`config.mk`:
```
export PLATFORM = sky130hd
export DESIGN_NAME = mem_wb_stage_flat
export DESIGN_NICKNAME = d
export VERILOG_FILES = /design/src/rtl/mem_wb_stage_pkg.sv /design/src/rtl/mem_wb_stage_if.sv /design/src/rtl/mem_wb_stage_dmem_handshake_fsm.sv /design/src/rtl/mem_wb_stage.sv /design/src/flat_wrapper.sv
export SDC_FILE = /design/constraint.sdc
export NUM_CORES = 1
export LEC_CHECK = 0
export CAP_MARGIN = 15
export CORE_MARGIN = 4
export CORE_UTILIZATION = 32
export DETAILED_ROUTE_END_ITERATION = 12
export GPL_ROUTABILITY_DRIVEN = 0
export GPL_TIMING_DRIVEN = 0
export PLACE_DENSITY = 0.68
export SKIP_CTS_REPAIR_TIMING = 1
export SYNTH_ARGS = -nofsm -noshare
export SYNTH_HDL_FRONTEND = slang
export SYNTH_SLANG_ARGS = --single-unit
export TNS_END_PERCENT = 5
```
`constraint.sdc`:
```
create_clock -name clk -period 6.4 [get_ports clk]
set_input_delay 0.64 -clock clk [delete_from_list [all_inputs] [get_ports clk]]
set_output_delay 0.64 -clock clk [all_outputs]
set_load 0.03 [all_outputs]
```
`src/rtl/mem_wb_stage_pkg.sv`:
```
// Shared constants and types for the MIPS pipeline memory stage (package mips_pipe_pkg).
package mips_pipe_pkg;

    localparam int MIPS_DATA_W      = 32;
    localparam int MIPS_REG_W       = 5;
    localparam int MIPS_ACK_TIMEOUT = 15;
    localparam int TIMEOUT_CNT_W    = 4;

    typedef enum logic [0:0] {
        IDLE   = 1'b0,
        ACCESS = 1'b1
    } mem_state_t;

    // Counter value on the last ACCESS cycle before an unacknowledged access aborts.
    function automatic logic [TIMEOUT_CNT_W-1:0] timeout_last(input int timeout);
        return TIMEOUT_CNT_W'(timeout - 1);
    endfunction

endpackage

```
`src/rtl/mem_wb_stage_if.sv`:
```
// Data-memory request/acknowledge bus between the MEM stage (master) and data memory (slave).
interface mem_wb_stage_if
    import mips_pipe_pkg::*;
#(
    parameter int DATA_W = MIPS_DATA_W
);

    logic              dmem_req;
    logic              dmem_we;
    logic [DATA_W-1:0] dmem_addr;
    logic [DATA_W-1:0] dmem_wdata;
    logic [DATA_W-1:0] dmem_rdata;
    logic              dmem_ack;

    modport master (
        output dmem_req,
        output dmem_we,
        output dmem_addr,
        output dmem_wdata,
        input  dmem_rdata,
        input  dmem_ack
    );

    modport slave (
        input  dmem_req,
        input  dmem_we,
        input  dmem_addr,
        input  dmem_wdata,
        output dmem_rdata,
        output dmem_ack
    );

endinterface

```
`src/rtl/mem_wb_stage_dmem_handshake_fsm.sv`:
```
// Data-memory handshake controller: IDLE/ACCESS FSM, ack timeout counter and upstream stall.
// MEM_ALIGN_CHECK_EN adds a misaligned-access reject path with a one-cycle align_err pulse.
module dmem_handshake_fsm
    import mips_pipe_pkg::*;
#(
    parameter int ACK_TIMEOUT = MIPS_ACK_TIMEOUT
) (
    input  logic clk,
    input  logic rst,
    input  logic i_mem_rd,
    input  logic i_mem_wr,
    input  logic i_ack,
`ifdef MEM_ALIGN_CHECK_EN
    input  logic i_misaligned,
    output logic o_align_err,
`endif
    output logic o_req,
    output logic o_we,
    output logic o_stall,
    output logic o_bus_err,
    output logic o_start,
    output logic o_wb_load,
    output logic o_use_rdata
);

    localparam logic [TIMEOUT_CNT_W-1:0] LAST_WAIT = timeout_last(ACK_TIMEOUT);

    mem_state_t               r_state;
    mem_state_t               w_next_state;
    logic [TIMEOUT_CNT_W-1:0] r_count;
    logic [TIMEOUT_CNT_W-1:0] w_next_count;
    logic                     r_req;
    logic                     w_next_req;
    logic                     r_we;
    logic                     w_next_we;
    logic                     r_bus_err;
    logic                     w_next_bus_err;
    logic                     w_stall;
    logic                     w_mem_op;
`ifdef MEM_ALIGN_CHECK_EN
    logic                     r_align_err;
    logic                     w_next_align_err;
`endif

    assign w_mem_op = i_mem_rd | i_mem_wr;

    always_ff @(negedge clk or posedge rst) begin
        if (rst) begin
            r_state   <= IDLE;
            r_count   <= '0;
            r_req     <= 1'b0;
            r_we      <= 1'b0;
            r_bus_err <= 1'b0;
`ifdef MEM_ALIGN_CHECK_EN
            r_align_err <= 1'b0;
`endif
        end else begin
            r_state   <= w_next_state;
            r_count   <= w_next_count;
            r_req     <= w_next_req;
            r_we      <= w_next_we;
            r_bus_err <= w_next_bus_err;
`ifdef MEM_ALIGN_CHECK_EN
            r_align_err <= w_next_align_err;
`endif
        end
    end

    // An ack on the final wait cycle completes the access instead of aborting it.
    always_comb begin
        w_next_state   = r_state;
        w_next_count   = r_count;
        w_next_req     = r_req;
        w_next_we      = r_we;
        w_next_bus_err = 1'b0;
`ifdef MEM_ALIGN_CHECK_EN
        w_next_align_err = 1'b0;
`endif
        w_stall        = 1'b0;
        o_start        = 1'b0;
        o_wb_load      = 1'b0;
        o_use_rdata    = 1'b0;
        case (r_state)
            IDLE: begin
                if (!w_mem_op) begin
                    o_wb_load = 1'b1;
`ifdef MEM_ALIGN_CHECK_EN
                end else if (i_misaligned) begin
                    w_next_align_err = 1'b1;
`endif
                end else begin
                    w_stall      = 1'b1;
                    o_start      = 1'b1;
                    w_next_state = ACCESS;
                    w_next_count = '0;
                    w_next_req   = 1'b1;
                    w_next_we    = i_mem_wr;
                end
            end
            ACCESS: begin
                if (i_ack) begin
                    o_wb_load    = 1'b1;
                    o_use_rdata  = 1'b1;
                    w_next_state = IDLE;
                    w_next_req   = 1'b0;
                    w_next_we    = 1'b0;
                end else if (r_count == LAST_WAIT) begin
                    w_next_bus_err = 1'b1;
                    w_next_state   = IDLE;
                    w_next_req     = 1'b0;
                    w_next_we      = 1'b0;
                end else begin
                    w_stall      = 1'b1;
                    w_next_count = r_count + 1'b1;
                end
            end
            default: begin
                w_next_state = IDLE;
            end
        endcase
    end

    assign o_req     = r_req;
    assign o_we      = r_we;
    assign o_bus_err = r_bus_err;
    assign o_stall   = w_stall & ~rst;
`ifdef MEM_ALIGN_CHECK_EN
    assign o_align_err = r_align_err;
`endif

endmodule

```
`src/rtl/mem_wb_stage.sv`:
```
// MEM stage plus MEM/WB register: runs the data-memory handshake and registers write-back data.
// MEM_ALIGN_CHECK_EN rejects misaligned loads/stores and adds the align_err output.
module mem_wb_stage
    import mips_pipe_pkg::*;
#(
    parameter int DATA_W      = MIPS_DATA_W,
    parameter int REG_W       = MIPS_REG_W,
    parameter int ACK_TIMEOUT = MIPS_ACK_TIMEOUT
) (
    input  logic              clk,
    input  logic              rst,
    input  logic [DATA_W-1:0] alu_in,
    input  logic [REG_W-1:0]  rd_in,
    input  logic [REG_W-1:0]  rt_in,
    input  logic [DATA_W-1:0] dato_b_in,
    input  logic              mux_flag_2_in,
    input  logic              mux_flag_3_in,
    input  logic              mem_rd_in,
    input  logic              mem_wr_in,
    input  logic              banco_wr_in,
    mem_wb_stage_if.master    dmem,
    output logic              stall,
    output logic              bus_err,
    output logic [DATA_W-1:0] wb_data,
    output logic [REG_W-1:0]  wb_reg,
`ifdef MEM_ALIGN_CHECK_EN
    output logic              align_err,
`endif
    output logic              wb_we
);

    logic              w_start;
    logic              w_wb_load;
    logic              w_use_rdata;
    logic              w_req;
    logic              w_we;
    logic [DATA_W-1:0] r_addr;
    logic [DATA_W-1:0] r_wdata;
    logic [DATA_W-1:0] r_wb_data;
    logic [REG_W-1:0]  r_wb_reg;
    logic              r_wb_we;
`ifdef MEM_ALIGN_CHECK_EN
    logic              w_misaligned;

    assign w_misaligned = |alu_in[1:0];
`endif

    dmem_handshake_fsm #(
        .ACK_TIMEOUT (ACK_TIMEOUT)
    ) u_fsm (
        .clk         (clk),
        .rst         (rst),
        .i_mem_rd    (mem_rd_in),
        .i_mem_wr    (mem_wr_in),
        .i_ack       (dmem.dmem_ack),
`ifdef MEM_ALIGN_CHECK_EN
        .i_misaligned(w_misaligned),
        .o_align_err (align_err),
`endif
        .o_req       (w_req),
        .o_we        (w_we),
        .o_stall     (stall),
        .o_bus_err   (bus_err),
        .o_start     (w_start),
        .o_wb_load   (w_wb_load),
        .o_use_rdata (w_use_rdata)
    );

    always_ff @(negedge clk or posedge rst) begin
        if (rst) begin
            r_addr  <= '0;
            r_wdata <= '0;
        end else if (w_start) begin
            r_addr  <= alu_in;
            r_wdata <= dato_b_in;
        end
    end

    // Edges that neither pass through nor complete an access leave a bubble (wb_we low).
    always_ff @(negedge clk or posedge rst) begin
        if (rst) begin
            r_wb_data <= '0;
            r_wb_reg  <= '0;
            r_wb_we   <= 1'b0;
        end else if (w_wb_load) begin
            r_wb_data <= (w_use_rdata && mux_flag_3_in) ? dmem.dmem_rdata : alu_in;
            r_wb_reg  <= mux_flag_2_in ? rd_in : rt_in;
            r_wb_we   <= banco_wr_in;
        end else begin
            r_wb_we   <= 1'b0;
        end
    end

    assign dmem.dmem_req   = w_req;
    assign dmem.dmem_we    = w_we;
    assign dmem.dmem_addr  = r_addr;
    assign dmem.dmem_wdata = r_wdata;
    assign wb_data         = r_wb_data;
    assign wb_reg          = r_wb_reg;
    assign wb_we           = r_wb_we;

endmodule

```
`src/flat_wrapper.sv`:
```
// flat-port wrapper written by rule: the top's interface ports become plain ports
module mem_wb_stage_flat import mips_pipe_pkg::*;
#(
    parameter int DATA_W      = MIPS_DATA_W,
    parameter int REG_W       = MIPS_REG_W,
    parameter int ACK_TIMEOUT = MIPS_ACK_TIMEOUT
)
  (clk, rst, alu_in, rd_in, rt_in, dato_b_in, mux_flag_2_in, mux_flag_3_in, mem_rd_in, mem_wr_in, banco_wr_in, stall, bus_err, wb_data, wb_reg, wb_we, dmem_dmem_req, dmem_dmem_we, dmem_dmem_addr, dmem_dmem_wdata, dmem_dmem_rdata, dmem_dmem_ack);
  mem_wb_stage_if #(.DATA_W(DATA_W)) dmem_i ();
  input  logic clk;
  input  logic rst;
  input  logic [DATA_W-1:0] alu_in;
  input  logic [REG_W-1:0] rd_in;
  input  logic [REG_W-1:0] rt_in;
  input  logic [DATA_W-1:0] dato_b_in;
  input  logic mux_flag_2_in;
  input  logic mux_flag_3_in;
  input  logic mem_rd_in;
  input  logic mem_wr_in;
  input  logic banco_wr_in;
  output logic stall;
  output logic bus_err;
  output logic [DATA_W-1:0] wb_data;
  output logic [REG_W-1:0] wb_reg;
  output logic wb_we;
  output wire logic [$bits(dmem_i.dmem_req)-1:0] dmem_dmem_req;
  output wire logic [$bits(dmem_i.dmem_we)-1:0] dmem_dmem_we;
  output wire logic [$bits(dmem_i.dmem_addr)-1:0] dmem_dmem_addr;
  output wire logic [$bits(dmem_i.dmem_wdata)-1:0] dmem_dmem_wdata;
  input wire logic [$bits(dmem_i.dmem_rdata)-1:0] dmem_dmem_rdata;
  input wire logic [$bits(dmem_i.dmem_ack)-1:0] dmem_dmem_ack;
  assign dmem_dmem_req = dmem_i.dmem_req;
  assign dmem_dmem_we = dmem_i.dmem_we;
  assign dmem_dmem_addr = dmem_i.dmem_addr;
  assign dmem_dmem_wdata = dmem_i.dmem_wdata;
  assign dmem_i.dmem_rdata = dmem_dmem_rdata;
  assign dmem_i.dmem_ack = dmem_dmem_ack;
  mem_wb_stage #(.DATA_W(DATA_W), .REG_W(REG_W), .ACK_TIMEOUT(ACK_TIMEOUT)) u_core (.clk(clk), .rst(rst), .alu_in(alu_in), .rd_in(rd_in), .rt_in(rt_in), .dato_b_in(dato_b_in), .mux_flag_2_in(mux_flag_2_in), .mux_flag_3_in(mux_flag_3_in), .mem_rd_in(mem_rd_in), .mem_wr_in(mem_wr_in), .banco_wr_in(banco_wr_in), .dmem(dmem_i), .stall(stall), .bus_err(bus_err), .wb_data(wb_data), .wb_reg(wb_reg), .wb_we(wb_we));
endmodule
```
; Word level (Yosys, flattened, before mapping)
; Index checks and enable logic that the tools add are counted.
[classes]
n_addsub = 1
eq_ne = 5
mux = 25
n_bitwise = 4
n_reduce_logical = 3
[ops]
columns = op, count
row1 = 32-bit 2-to-1 mux, 1
row2 = 1-bit 2-to-1 mux, 15
row3 = 4-bit 2-to-1 mux, 3
row4 = 1-bit case mux with 2 select lines, 4
row5 = 4-bit case mux with 2 select lines, 1
row6 = "2-bit != test, second input constant", 3
row7 = 5-bit 2-to-1 mux, 1
row8 = "4-bit by 1-bit adder with 4-bit output, second input constant", 1
row9 = "4-bit == test, second input constant", 1
row10 = "3-bit by 2-bit != test with 1-bit output, second input constant", 1
row11 = 3-bit AND reduction, 1
row12 = 1-bit NOT, 2
row13 = 2-bit AND reduction, 1
row14 = 1-bit AND, 1
row15 = 1-bit logical AND, 1
row16 = 1-bit bitwise OR, 1
[word_totals]
ff_bits = 110
inputBits = 114
out_inout_bits = 106
wordCells = 48

; Depth between registers and ports, before layout
[depth]
depth_word = 5
mapped_depth = 5
mapped_depth_nobuf = 5

; Cells and area by module
; A second synthesis with hierarchy kept.
[hier_totals]
cells_unflattened = 381
area_unflattened_um2 = 5078.6
[by_module_without_submodules]
columns = mod, n_inst, cells_each, area_per_inst_um2, seq_area_each_um2
row1 = mem_wb_stage, 1, 341, 4650.7, 2552.4
row2 = dmem_handshake_fsm, 1, 40, 427.9, 200.2

==> results.md <==
- Max-cap violations: 0
- Hold depth: 1
- CP endpoint kind: output port
- Syn_area_per_cell: between 10 and 15 µm²
- Layout cells sized above 1: slightly above 20%
- Final ANT Viol Nets: 0
- Synth warn: 0
- Clock Tree Buf Depth: 2
- Startpoint types: flip-flop
- Number of antenna diodes: 0
- Initial antenna violation count: 0
- Req. time, crit path: between 5 and 6 ns
- Clock Pin Slew Worst Setup and Hold Paths: roughly 0.050 ns
- Met3 usage in global routing: approximately 6.2%
- Synthesized flop and latch total: 110
- Io pins: 220
- Most utilized layer in the global route result: met2
- Core region area: 13900 µm²
- Hpwl dp: between 10000 and 15000 µm
- Leak pwr: around 3.1 nW
- Grt met1 use: 20.2%
- Initial Util: roughly a third
- Worst-margin pin slew: ~0.9 ns
- Largest family of logic cells by synthesized area: multiplexers
- Compound-Gate Fraction of Synth Area: 10.2%
- Fillers: approximately 1.2k
- Main synth FF type: dfrtn_1
- HP Class: reg -> reg
- Post-synthesis simple-gate area fraction: around 7.7%
- Remaining DRCs: 0
- Num CTS Buffers: 9
- Max Clock Skew: ~0.0035 ns
- Clock Latency Late Sink: between 0.3 and 0.4 ns
- Netlist Area Pre-Place: ~4600 µm²
- Vias in the first global route: between 3k and 4k
- Vias: between 3k and 4k
- Worst EP arrival: roughly 5.5 ns
- Mux share of post-synthesis cell area: between 10% and 20%
- First-pass GRT wire length: about 21000 µm
- Drt wl/cell: about 18 µm
- Unrepaired setup endpoints after global routing: no
- Root Buffer: clkbuf_16
- Max H-tree Level: 3
- Ranking of synthesized cells by area: dfrtn_1 60%, mux2_2 14%, a221o_1 4.4%
- Top cell type's share of synthesized area: 60.4%
- Initial drt markers: about 130
- Post-synthesis cell type with the largest combined area: dfrtn_1
- Layout Nets: approximately 660
- Peak VDD IR: approximately 0.24 mV
- Synth Area in Adders: less than 1%
- Count of final setup violators: 0
- Die Span Y: between 100 and 150 µm
- Syn nets: 432
- Top post-synthesis cells by count: 110 x dfrtn_1, 56 x mux2_2, 26 x and3_1
- Slew Viols, Final: 0
- Syn Inst Count: 316
- Std cell rows: 43
- Die area: approximately 16000 µm²
- CTS tree: done
- Post-synth EDFFs: 0
- Drt total wl: 13300 µm
- DR pass1 iterations: 4
- Port bufs: 218
- Post-layout instance area: 7290 µm²
- Synth async-reset ratio: 100%
- Status: finished clean
- Cells on worst reg2reg path: 4
- Die Wd: roughly 130 µm
- Worst-path fanout max: 10
- GRT Residual Overflow: 0
- Post-Synth XOR/XNOR Area: 0%
- Top-count cell post-synth: dfrtn_1
- Largest net degree at the start of global routing: between 40 and 50
- Vias per cell: between 4 and 5
- Fin. Hold Viols: 0
- Post-synthesis sequential area ratio: between 60% and 70%
- Gr usage total: between 15 and 20%
- Kind of critical path: reg -> out
- GR met2 Demand/Resource: between 20 and 30%
- PD cells: approximately 450 nW/µm²
- Netlist cell types: 37
- Area Growth Syn to Fin: 60.1%
- Slew margin rel.: between 40% and 50%
- TNS Setup: 0 ns
- CTS sink cnt: 110
- Placed cell areas: between 7000 and 8000 µm²
## cells by family (layout without fill, tap and decap cells)
kind of cell	Yosys count	in the layout
adder cells (fa/ha/maj)	2	2
flip-flops	110	110
AO/OA/AOI/OAI	50	50
buffers and inverters	26	262
AND/OR/NAND/NOR	57	57
multiplexers	71	71
## worst max-delay path: stages, from the launching register on
cell and delay [ns]:
dfrtn_1 0.46, buf_4 0.20, nand2b_1 0.13, nand2b_1 0.28, a21oi_1 0.19, clkdlybuf4s50_1 0.69
## cells in the final DEF, fill, tap and decap left out, types with 2 or more instances in the layout
| master | count |
|---|---|
| buf_4 | 8 |
| a221o_1 | 20 |
| inv_1 | 4 |
| clkdlybuf4s50_1 | 218 |
| nor3_1 | 5 |
| nand2b_1 | 3 |
| mux2i_1 | 7 |
| nand3_1 | 3 |
| inv_6 | 2 |
| nand2_1 | 4 |
| a21oi_1 | 10 |
| mux2_2 | 56 |
| or2_2 | 6 |
| clkbuf_16 | 9 |
| a31o_2 | 2 |
| o221a_2 | 6 |
| buf_6 | 5 |
| clkinv_4 | 2 |
| and3_1 | 26 |
| and2_1 | 2 |
| buf_12 | 2 |
| dfrtn_1 | 110 |
| a221o_2 | 6 |
| clkbuf_1 | 6 |
| ha_1 | 2 |
| clkinvlp_4 | 2 |
| mux2_1 | 8 |
| nor2_1 | 2 |
## routing by layer
metal | routed length, µm | vias up
met5 | 0 | -
met4 | 143 | 0
met3 | 1160 | 14
met2 | 6580 | 136
met1 | 5420 | 1817
li1 | - | 1635
## worst paths after layout
| kind | start | endpoint | slack (ns) |
|---|---|---|---|
| max in group asynchronous | rst | u_core.dmem.dmem_addr[9] | 1.76 |
| min in group asynchronous | rst | u_core.u_fsm.o_we | 3.93 |
| max reg2reg | u_core.u_fsm.r_state | u_core.dmem.dmem_wdata[15] | 4.73 |
| min reg2reg | u_core.dmem.dmem_wdata[12] | u_core.dmem.dmem_wdata[12] | 0.45 |
| max | u_core.u_fsm.r_state | stall | 0.26 |
| min | u_core.dmem.dmem_wdata[12] | u_core.dmem.dmem_wdata[12] | 0.45 |
## where the power goes
part / internal [W] / leakage (nW) / switching (W) / total [W]
clock network: 0.000279 / 0.137 / 0.000261 / 0.000541
logic: 0.000753 / 1.64 / 0.000861 / 0.00161
registers: 0.000979 / 1.30 / 0.000146 / 0.00112
## layout make-up
type | instances | area (µm²) | area share [%]
plain buffers | 21 | 149 | 2.04
clock buffers | 11 | 243 | 3.33
clock inverters | 5 | 42.5 | 0.583
inverters | 5 | 22.5 | 0.309
multi-input cells | 180 | 1640 | 22.4
flip-flops and latches | 110 | 2750 | 37.7
well taps | 180 | 225 | 3.09
repair buffers | 220 | 2220 | 30.5
## stage by stage
step	util [%]	total power [W]	hold slack, ns	setup slack [ns]	cells
2_1_floorplan	-	0.00204	0.417	1.09	316
3_3_place_gp	50.0	0.00274	0.434	0.242	714
3_5_place_dp	50.3	0.00277	0.445	0.645	716
4_1_cts	52.3	0.00333	0.450	0.246	732
5_1_grt	52.3	0.00345	0.466	0.147	732
6_report	52.3	0.00328	0.445	0.264	732
Note: power is estimated with default switching activity, not from simulation.
